**config.mk**
```make
export PLATFORM = sky130hd
export DESIGN_NAME = ahb_ifetch
export DESIGN_NICKNAME = d
export VERILOG_FILES = /design/src/rtl/ahb_ifetch_pkg.sv /design/src/rtl/ifetch_fifo.sv /design/src/rtl/ahb_ifetch.sv
export SDC_FILE = /design/constraint.sdc
export NUM_CORES = 1
export LEC_CHECK = 0
export BUFFER_PORTS_ARGS = -buffer_cell sky130_fd_sc_hd__buf_2
export CAP_MARGIN = 10
export CORE_MARGIN = 2
export CORE_UTILIZATION = 31
export DETAILED_ROUTE_END_ITERATION = 8
export HOLD_SLACK_MARGIN = 0.02
export SYNTH_ARGS = -nofsm -noshare
export SYNTH_HDL_FRONTEND = slang
export SYNTH_HIERARCHICAL = 1
export SYNTH_SLANG_ARGS = --single-unit
export TNS_END_PERCENT = 20
```
**constraint.sdc**
```tcl
create_clock -name HCLK -period 7.39 [get_ports HCLK]
set_input_delay 0 -clock HCLK [delete_from_list [all_inputs] [get_ports HCLK]]
set_output_delay 0 -clock HCLK [all_outputs]
set_load 0.02 [all_outputs]
```
**src/rtl/ahb_ifetch_pkg.sv**
```systemverilog
// Shared AHB-Lite encodings, fetch FSM state type and the instruction-buffer entry layout.
// Pure declarations; no logic, no latency.
package ahb_ifetch_pkg;

  localparam logic [1:0] HTRANS_IDLE       = 2'b00;
  localparam logic [1:0] HTRANS_NONSEQ     = 2'b10;
  localparam logic [2:0] HSIZE_WORD        = 3'b010;
  localparam logic [2:0] HBURST_SINGLE     = 3'b000;
  localparam logic [3:0] HPROT_OPCODE_PRIV = 4'b0010;
  localparam logic       HRESP_OKAY        = 1'b0;
  localparam logic       HRESP_ERROR       = 1'b1;

  typedef enum logic {
    FETCH = 1'b0,
    HALT  = 1'b1
  } fetch_state_t;

  typedef struct packed {
    logic [31:0] data;
    logic [31:0] pc;
    logic        err;
  } fetch_entry_t;

  localparam int ENTRY_W = $bits(fetch_entry_t);

  function automatic logic [31:0] word_align(input logic [31:0] addr);
    return {addr[31:2], 2'b00};
  endfunction

endpackage

```
**src/rtl/ifetch_fifo.sv**
```systemverilog
// Synchronous instruction buffer with flush; head visible the cycle after push, zero when empty.
// No internal backpressure: the fetcher only issues when a slot is guaranteed.
module ifetch_fifo #(
  parameter int WIDTH = 65,
  parameter int DEPTH = 2
) (
  input  logic                     clk,
  input  logic                     rst,
  input  logic                     flush,
  input  logic                     push,
  input  logic [WIDTH-1:0]         push_data,
  input  logic                     pop,
  output logic [WIDTH-1:0]         head,
  output logic                     not_empty,
  output logic [$clog2(DEPTH):0]   count
);

  localparam int AW = $clog2(DEPTH);
  localparam int CW = AW + 1;

  logic [WIDTH-1:0] mem [DEPTH];
  logic [AW-1:0]    rd_ptr;
  logic [AW-1:0]    wr_ptr;

  always_ff @(posedge clk) begin
    if (rst || flush) begin
      rd_ptr <= '0;
      wr_ptr <= '0;
      count  <= '0;
    end else begin
      if (push) wr_ptr <= wr_ptr + AW'(1);
      if (pop)  rd_ptr <= rd_ptr + AW'(1);
      case ({push, pop})
        2'b10:   count <= count + CW'(1);
        2'b01:   count <= count - CW'(1);
        default: count <= count;
      endcase
    end
  end

  always_ff @(posedge clk) begin
    if (push) mem[wr_ptr] <= push_data;
  end

  assign not_empty = (count != '0);
  // Empty head reads as zero so the consumer-side outputs are clean after reset/flush.
  assign head      = not_empty ? mem[rd_ptr] : '0;

endmodule

```
**src/rtl/ahb_ifetch.sv**
```systemverilog
// AHB-Lite instruction fetcher: pipelined single-word reads into a small buffer, first word 2 cycles after reset.
// Issues only while buffer slots remain (counting the outstanding beat); halts on ERROR until redirected.
module ahb_ifetch import ahb_ifetch_pkg::*; #(
  parameter logic [31:0] RESET_PC   = 32'h0000_0000,
  parameter int          FIFO_DEPTH = 2
) (
  input  logic        HCLK,
  input  logic        HRESET,
  output logic [31:0] HADDR,
  output logic [1:0]  HTRANS,
  output logic        HWRITE,
  output logic [2:0]  HSIZE,
  output logic [2:0]  HBURST,
  output logic [3:0]  HPROT,
  input  logic [31:0] HRDATA,
  input  logic        HREADY,
  input  logic        HRESP,
  input  logic        redirect_valid,
  input  logic [31:0] redirect_pc,
  output logic        instr_valid,
  input  logic        instr_ready,
  output logic [31:0] instr_data,
  output logic [31:0] instr_pc,
  output logic        instr_err
);

  localparam int CW = $clog2(FIFO_DEPTH) + 1;

  fetch_state_t state, state_nxt;
  logic [31:0]  fetch_pc;
  logic         hold_vld, hold_disc;
  logic [31:0]  hold_addr;
  logic         dp_vld, dp_disc;
  logic [31:0]  dp_addr;
  logic [CW-1:0] fifo_count;
  logic [CW:0]  occupancy;
  logic         issue, addr_act, addr_done, dp_done, push, pop, err_push;
  fetch_entry_t entry, head;

  assign HWRITE = 1'b0;
  assign HSIZE  = HSIZE_WORD;
  assign HBURST = HBURST_SINGLE;
  assign HPROT  = HPROT_OPCODE_PRIV;

  // Slots in use once this cycle's pop retires: a pop frees room for a new address in the same cycle.
  assign pop       = instr_valid && instr_ready;
  assign occupancy = {1'b0, fifo_count} + (CW+1)'(dp_vld) - (CW+1)'(pop);
  assign issue     = (state == FETCH) && (occupancy < (CW+1)'(FIFO_DEPTH));

  // A held address phase must stay on the bus until HREADY, whatever happened to fetch_pc meanwhile.
  assign addr_act  = !HRESET && (hold_vld || issue);
  assign HTRANS    = addr_act ? HTRANS_NONSEQ : HTRANS_IDLE;
  assign HADDR     = hold_vld ? hold_addr : fetch_pc;
  assign addr_done = addr_act && HREADY;

  assign dp_done   = dp_vld && HREADY;
  assign push      = dp_done && !dp_disc && !redirect_valid;
  assign err_push  = push && (HRESP == HRESP_ERROR);
  assign entry     = '{data: HRDATA, pc: dp_addr, err: HRESP};

  always_comb begin
    state_nxt = state;
    if (redirect_valid)  state_nxt = FETCH;
    else if (err_push)   state_nxt = HALT;
  end

  always_ff @(posedge HCLK) begin
    if (HRESET) state <= FETCH;
    else        state <= state_nxt;
  end

  always_ff @(posedge HCLK) begin
    if (HRESET) begin
      fetch_pc  <= RESET_PC;
      hold_vld  <= 1'b0;
      hold_disc <= 1'b0;
      hold_addr <= '0;
      dp_vld    <= 1'b0;
      dp_disc   <= 1'b0;
      dp_addr   <= '0;
    end else begin
      if (redirect_valid)              fetch_pc <= word_align(redirect_pc);
      else if (addr_done && !hold_disc) fetch_pc <= fetch_pc + 32'd4;

      if (HREADY) begin
        hold_vld  <= 1'b0;
        hold_disc <= 1'b0;
      end else begin
        hold_vld  <= addr_act;
        hold_addr <= HADDR;
        hold_disc <= hold_disc || (redirect_valid && addr_act);
      end

      // The beat issued alongside an ERROR response belongs to the abandoned stream.
      if (HREADY) begin
        dp_vld  <= addr_act;
        dp_addr <= HADDR;
        dp_disc <= redirect_valid || hold_disc || err_push;
      end else begin
        dp_disc <= dp_disc || redirect_valid;
      end
    end
  end

  ifetch_fifo #(
    .WIDTH (ENTRY_W),
    .DEPTH (FIFO_DEPTH)
  ) u_fifo (
    .clk       (HCLK),
    .rst       (HRESET),
    .flush     (redirect_valid),
    .push      (push),
    .push_data (entry),
    .pop       (pop),
    .head      (head),
    .not_empty (instr_valid),
    .count     (fifo_count)
  );

  assign instr_data = head.data;
  assign instr_pc   = head.pc;
  assign instr_err  = head.err;

endmodule

```
## After elaboration in Yosys (flattened, before gate mapping)

Memory sizes are Yosys's and may differ from the RTL's. A register that Yosys moved wholly into a read port is not among the register bits.
Index checks and enable logic that the tools add are counted.

| storage, ports and cells | value |
|---|---|
| bits of input ports | 70 |
| flip-flop bits (word level) | 105 |
| memories | 1 |
| bits in writable memories | 130 |

Memory list:

| name | depth | width | rd ports | clocked after memory_dff | wr ports | line | source |
|---|---|---|---|---|---|---|---|
| u_fifo.mem | 2 | 65 | 1 | 1 | 1 | ifetch_fifo.sv:21 | `logic [WIDTH-1:0] mem [DEPTH];` |

| cells by class | value |
|---|---|
| add/sub/neg operators | 7 |
| muxes and demuxes | 11 |
| equal/unequal tests | 2 |
| order comparisons | 1 |
| bitwise logic cells | 1 |
| reduce and logical (&&, ||, !) cells | 25 |

Operators with widths:

| cell | number |
|---|---|
| $mux 32 | 3 |
| $mux 65 | 1 |
| $add 32x3->32 const B | 1 |
| $logic_and 1x1->1 | 10 |
| $logic_or 1x1->1 | 6 |
| $reduce_bool 2->1 | 3 |
| $mux 1 | 5 |
| $logic_not 1->1 | 4 |
| $pmux 2 s2 | 1 |
| $reduce_or 2->1 | 2 |
| $add 2x1->3 | 1 |
| $lt 3x2->1 const B | 1 |
| $sub 3x1->3 | 1 |
| $add 1x1->1 const B | 2 |
| $add 2x1->2 const B | 1 |
| $eq 2x1->1 const B | 1 |
| $eq 2x2->1 const B | 1 |
| $mux 2 | 1 |
| $sub 2x1->2 const B | 1 |
| $not 1->1 | 1 |

## Logic depth before layout (Yosys ltp)

| depth | value |
|---|---|
| depth after elaboration | 11 |
| mapped depth | 15 |

## Hierarchy

Netlist, hierarchy kept.

Modules (own cells, without submodules):

| module | times used | area each (sq um) | cells an instance |
|---|---|---|---|
| ifetch_fifo | 1 | 5086.1 | 296 |
| ahb_ifetch | 1 | 4972.3 | 564 |

## Worst setup path before layout

No wires, ideal clock.

| timing path | value |
|---|---|
| kind | register -> register |
| from | reg dp_disc |
| to | mem u_fifo.mem[0][0] (enable) |
| path slack | 3.269 ns |
| period minus slack after synthesis | 4.121 ns |
| path buffers | 0 |
| cell stages (with the launch flop) | 4 |
| arrival | 3.633 ns |
| required time | 6.902 ns |
| library setup time | 0.488 ns |
| cells stage by stage | dfxtp_1 -> nor4bb_1 -> inv_1 -> nor2_1 |

| on the way | value |
|---|---|
| longest elaborated chain between the ends | 5 |

RTL lines:

| what | line | source |
|---|---|---|
| start, declared | ahb_ifetch.sv:33 | `logic dp_vld, dp_disc;` |
| start signal, assigned | ahb_ifetch.sv:98 | `dp_disc <= redirect_valid \|\| hold_disc \|\| err_push;` |
| start signal, assigned | ahb_ifetch.sv:100 | `dp_disc <= dp_disc \|\| redirect_valid;` |
| $logic_not 1->1 | ahb_ifetch.sv:57 | `assign push = dp_done && !dp_disc && !redirect_valid;` |
| $logic_and 1x1->1 (2 in a row) | ahb_ifetch.sv:57 |  |
| net push | ahb_ifetch.sv:37 | `logic issue, addr_act, addr_done, dp_done, push, pop, err_push;` |
| $mux 1 | ifetch_fifo.sv:42 | `if (push) mem[wr_ptr] <= push_data;` |
| $mux 1 (not written as such) | ifetch_fifo.sv:42 |  |
| end, declared | ifetch_fifo.sv:21 |  |

The timed path passes the listed nets, and every way through them passes these cells.

## Worst setup path after layout

| timing path | value |
|---|---|
| from | reg u_fifo.count[1] |
| to | reg fetch_pc[21] |

| on the way | value |
|---|---|
| longest elaborated chain between the ends | 10 |
| elaborated cells on any way between the ends | 11 |

RTL lines:

| what | line | source |
|---|---|---|
| start, declared | ifetch_fifo.sv:15 | `output logic [$clog2(DEPTH):0] count` |
| start signal, assigned | ifetch_fifo.sv:34 | `2'b10: count <= count + CW'(1);` |
| start signal, assigned | ifetch_fifo.sv:35 | `2'b01: count <= count - CW'(1);` |
| start signal, assigned | ifetch_fifo.sv:36 | `default: count <= count;` |
| $reduce_bool 2->1 | ifetch_fifo.sv:45 | `assign not_empty = (count != '0);` |
| $logic_and 1x1->1 | ahb_ifetch.sv:46 | `assign pop = instr_valid && instr_ready;` |
| net pop | ahb_ifetch.sv:37 |  |
| $sub 3x1->3 | ahb_ifetch.sv:47 | `assign occupancy = {1'b0, fifo_count} + (CW+1)'(dp_vld) - (CW+1)'(pop);` |
| $lt 3x2->1 | ahb_ifetch.sv:48 | `assign issue = (state == FETCH) && (occupancy < (CW+1)'(FIFO_DEPTH));` |
| $logic_and 1x1->1 | ahb_ifetch.sv:48 |  |
| $logic_or 1x1->1 | ahb_ifetch.sv:51 | `assign addr_act = !HRESET && (hold_vld \|\| issue);` |
| $logic_and 1x1->1 | ahb_ifetch.sv:51 |  |
| $logic_and 1x1->1 | ahb_ifetch.sv:54 | `assign addr_done = addr_act && HREADY;` |
| $logic_and 1x1->1 | ahb_ifetch.sv:83 | `else if (addr_done && !hold_disc) fetch_pc <= fetch_pc + 32'd4;` |
| $reduce_bool 2->1 (no line) | -- |  |
| end signal, assigned | ahb_ifetch.sv:82 | `if (redirect_valid) fetch_pc <= word_align(redirect_pc);` |
| end signal, assigned | ahb_ifetch.sv:83 |  |
| end, declared | ahb_ifetch.sv:30 | `logic [31:0] fetch_pc;` |

The timed path passes the listed nets, and every way through them passes these cells.
A chain may end at the register's enable or synchronous reset.

==> metrics.md <==
| Metric | Value |
|---|---|
| Outcome | finished, final reports clean |
| Min Clock Period, post-route | 4.589 ns |
| Top delay family on crit path | buffers and inverters |
| CP startpoint | u_fifo/count[1] |
| GRT Max-Usage Layer | met2 |
| Crit Path Class | register to register |
| Global-route wire length before repair | 36,600 um |
| FP Rows | 65 |
| Worst Path Arrival | 5.00 ns |
| Post-Synth Simple-Gate Area | 13.58% |
| Total power | 2.924 mW |
| Leading cell type in the layout, fill and taps excluded | buf_2 |
| CTS Root Cell | clkbuf_16 |
| Final core occ | 40.19% |
| LEAKAGE | 4.886 nW |
| TritonCTS Sinks | 234 |
| Final period utilization | 62.09% |
| Routed len/inst | 15.79 um |
| Worst slew pin tran | 1.009 ns |
| Post-synthesis adder-cell area fraction | 0.5722% |
| Via count | 6,959 |
| Post-Synth XOR/XNOR Area | 1.742% |
| Max Fclk | 217.9 MHz |
| DRT iter0 DRCs | 224 |
| Fillers | 3,046 |
| Critical path's most frequent cell | buf_4 |
| Max Cap Viol | 0 |
| Buf/Inv on CP | 4 |
| CTS Hold Buffers Added | 80 |
| Reg2reg path depth | 14 |
| Total track usage | 13.66% |
| Max incr delay on CP | 0.63 ns |
| HPWL after DPL | 14,840 um |
| Antenna Violating Nets Remaining | 0 |
| Die height | 184.1 um |
| GR Util met3 | 2.588% |
| Mux cell area share after synthesis | 12.87% |
| Max_slew headroom | 32.71% |
| Buffers on Ports | 166 |
| Final setup viols | 0 |
| Startpoint Class | register |
| Pwr dens | 229.4 nW/um2 |
| Clk_skew | 0.006986 ns |
| WP data required | 7.80 ns |
| Average size of a mapped cell | 11.70 um2 |
| Yosys reg bits | 234 |
| Clk buf depth | 3 |
| R2r setup slk | 2.80 ns |
| Met1 GRT Util | 18.31% |
| Synth Area in Compound Gates | 6.282% |
| DRC Markers | 0 |
| Global placer's final weighted congestion | 0.7541 |
| H-Tree Depth | 1 |
| Antenna Cells | 0 |
| Post-Synthesis Cells | 860 |
| Routed WL | 23,780 um |
| Slew Limit Fails | 0 |
| Setup_tns | 0 ns |
| Endpoint type of the worst setup path | register |
| Initial Utilization | 31.71% |
| CP max-delay cell | buf_4 |
| P&R area growth vs syn | 26.73% |
| Antenna violations before repair | 0 |
| Vias per inst | 4.621 |
| Met2 Use GR | 22.64% |
| Worst IR Drop VDD | 181.2 uV |
| Distinct cells, synth | 68 |
| Crit-path cells | nor2_4 > buf_4 > inv_1 > and2_1 > ha_1 > nand2b_1 > fa_1 > and4bb_1 > a32oi_1 > buf_4 > or2_1 > nor4b_1 > a2111oi_0 > dlygate4sd3_1 |
| CTS tree | done |
| Hold WC Path Type | input port to register |
| Post-synthesis sequential area ratio | 59.51% |
| Post-Syn Area | 10,060 um2 |
| Ys async rst share | 0% |
| Total die area | 33,900 um2 |
| Fin nets | 1,158 |
| Post-synth EDFFs | 130 |
| IO Count | 181 |
| Post-synth top flop | edfxtp_1 |
| Skew-Pair Late Insertion Delay | 0.52 ns |
| Post-cts sizing count | 0 |
| Clock transition at path regs | 0.06 ns |
| First-pass iteration count of the detailed router | 4 |
| Largest net degree at the start of global routing | 86 |
| Hold Violations, Final | 0 |
| Core Area | 31,720 um2 |
| Largest family of logic cells by synthesized area | simple AND/OR/NAND/NOR gates |
| Yosys warns | 6 |
| Num CTS Buffers | 26 |
| CP Max Fanout | 66 |
| Post-CTS setup buffers | 0 |
| R2r endpoint | fetch_pc[21] |
| Min-Delay Path Depth | 3 |
| Share of cells above drive strength 1 | 24.28% |
| Gr ovfl total | 0 |
| Commonest non-fill, non-tap cells in the layout | buf_2, edfxtp_1, nor2_1 |
| Hold Startpoint | HRESET |
| R2r startpoint | u_fifo/count[1] |
| Chip width | 184.1 um |
| Vias in the first global route | 6,558 |
| Hold Path End | fetch_pc[19] |
| RSZ-0062 raised after global routing | no |
==> worst register-to-register path: stages (launching register included) <==
cell and delay (ns):
dfxtp_1 0.38, nor2_4 0.12, buf_4 0.63, inv_1 0.16
and2_1 0.28, ha_1 0.29, nand2b_1 0.15, fa_1 0.51
and4bb_1 0.19, a32oi_1 0.08, buf_4 0.28, or2_1 0.39
nor4b_1 0.33, a2111oi_0 0.09, dlygate4sd3_1 0.61
==> metrics by stage <==
| step | hold slack (ns) | worst slack, ns | cell area (um2) | cells |
|---|---|---|---|---|
| final | 0.04582 | 2.801 | 12750 | 1506 |
| after global routing | 0.05829 | 2.389 | 12750 | 1506 |
| after CTS | 0.03188 | 2.800 | 12750 | 1506 |
| after detailed placement | 0.1913 | 3.173 | 11110 | 1378 |
| after global placement | 0.1887 | 3.177 | 11110 | 1378 |
| after floorplan | 0.07276 | 3.269 | 10100 | 870 |
==> power by group <==
part / internal (mW) / leakage [nW] / switching (mW) / total, mW
clock: 0.729 / 0.405 / 0.513 / 1.24
sequential: 1.41 / 1.99 / 0.0320 / 1.44
combinational: 0.107 / 2.49 / 0.136 / 0.242
==> area by class of cell <==
type	count	area [um2]	share of cell area, %
Sequential cell	234	5989	46.99
Multi-Input combinational cell	533	3591	28.17
Timing Repair Buffer	255	1702	13.35
Clock buffer	38	778.2	6.105
Tap cell	402	503.0	3.946
Inverter	34	127.6	1.001
Clock inverter	10	56.30	0.4417
==> flip-flops by register name (all words and copies together) (netlist names), named ones only <==
signal,count
dp_addr,32
dp_disc,1
dp_vld,1
fetch_pc,30
hold_addr,32
hold_disc,1
hold_vld,1
state,1
u_fifo/count,2
u_fifo/mem,130
u_fifo/rd_ptr,1
u_fifo/wr_ptr,1
==> Yosys cell counts, types with 4 or more instances <==
library cell / count / area (um2)
edfxtp_1: 130 / 3904
nor2_1: 116 / 435.4
dfxtp_1: 104 / 2082
mux2i_1: 99 / 991.0
nand2_1: 75 / 281.5
a21oi_1: 47 / 235.2
inv_1: 34 / 127.6
mux2_2: 27 / 304.0
clkbuf_1: 26 / 97.59
buf_4: 18 / 135.1
nor3_1: 14 / 70.07
buf_2: 12 / 60.06
o21a_1: 12 / 90.09
xnor2_1: 11 / 96.34
xor2_1: 9 / 78.83
a2111oi_0: 8 / 70.07
nand4_1: 7 / 43.79
nor4b_1: 7 / 61.31
o21ai_0: 7 / 35.03
a211oi_1: 6 / 45.04
and2_1: 5 / 31.28
buf_1: 5 / 18.77
a311oi_1: 4 / 35.03
buf_6: 4 / 45.04
clkbuf_8: 4 / 55.05
nand3_1: 4 / 20.02
==> kinds of logic after synthesis <==
| kind of cell | Yosys count |
|---|---|
| AND/OR/NAND/NOR | 274 |
| multiplexers | 126 |
| AO/OA/AOI/OAI | 97 |
| other | 2 |
| adder cells (fa/ha/maj) | 4 |
| flip-flops | 234 |
| XOR/XNOR | 20 |
| buffers and inverters | 103 |
==> worst max-delay path by stage <==
| stage | slack, ns | endpoint | cells after the start |
|---|---|---|---|
| after floorplan | 3.27 | u_fifo/mem[0][0] | 3 |
| after global placement | 3.18 | fetch_pc[28] | 13 |
| after detailed placement | 3.17 | fetch_pc[28] | 13 |
| after CTS | 2.80 | fetch_pc[21] | 14 |
| after global routing | 2.39 | fetch_pc[13] | 14 |
| final | 2.80 | fetch_pc[21] | 14 |
==> metal layers <==
layer	vias up	wire [um]
li1	3475	-
met3	33	1226
met5	-	0
met1	3279	11130
met4	0	469
met2	172	10950
Power figures use the tool's default switching activity.
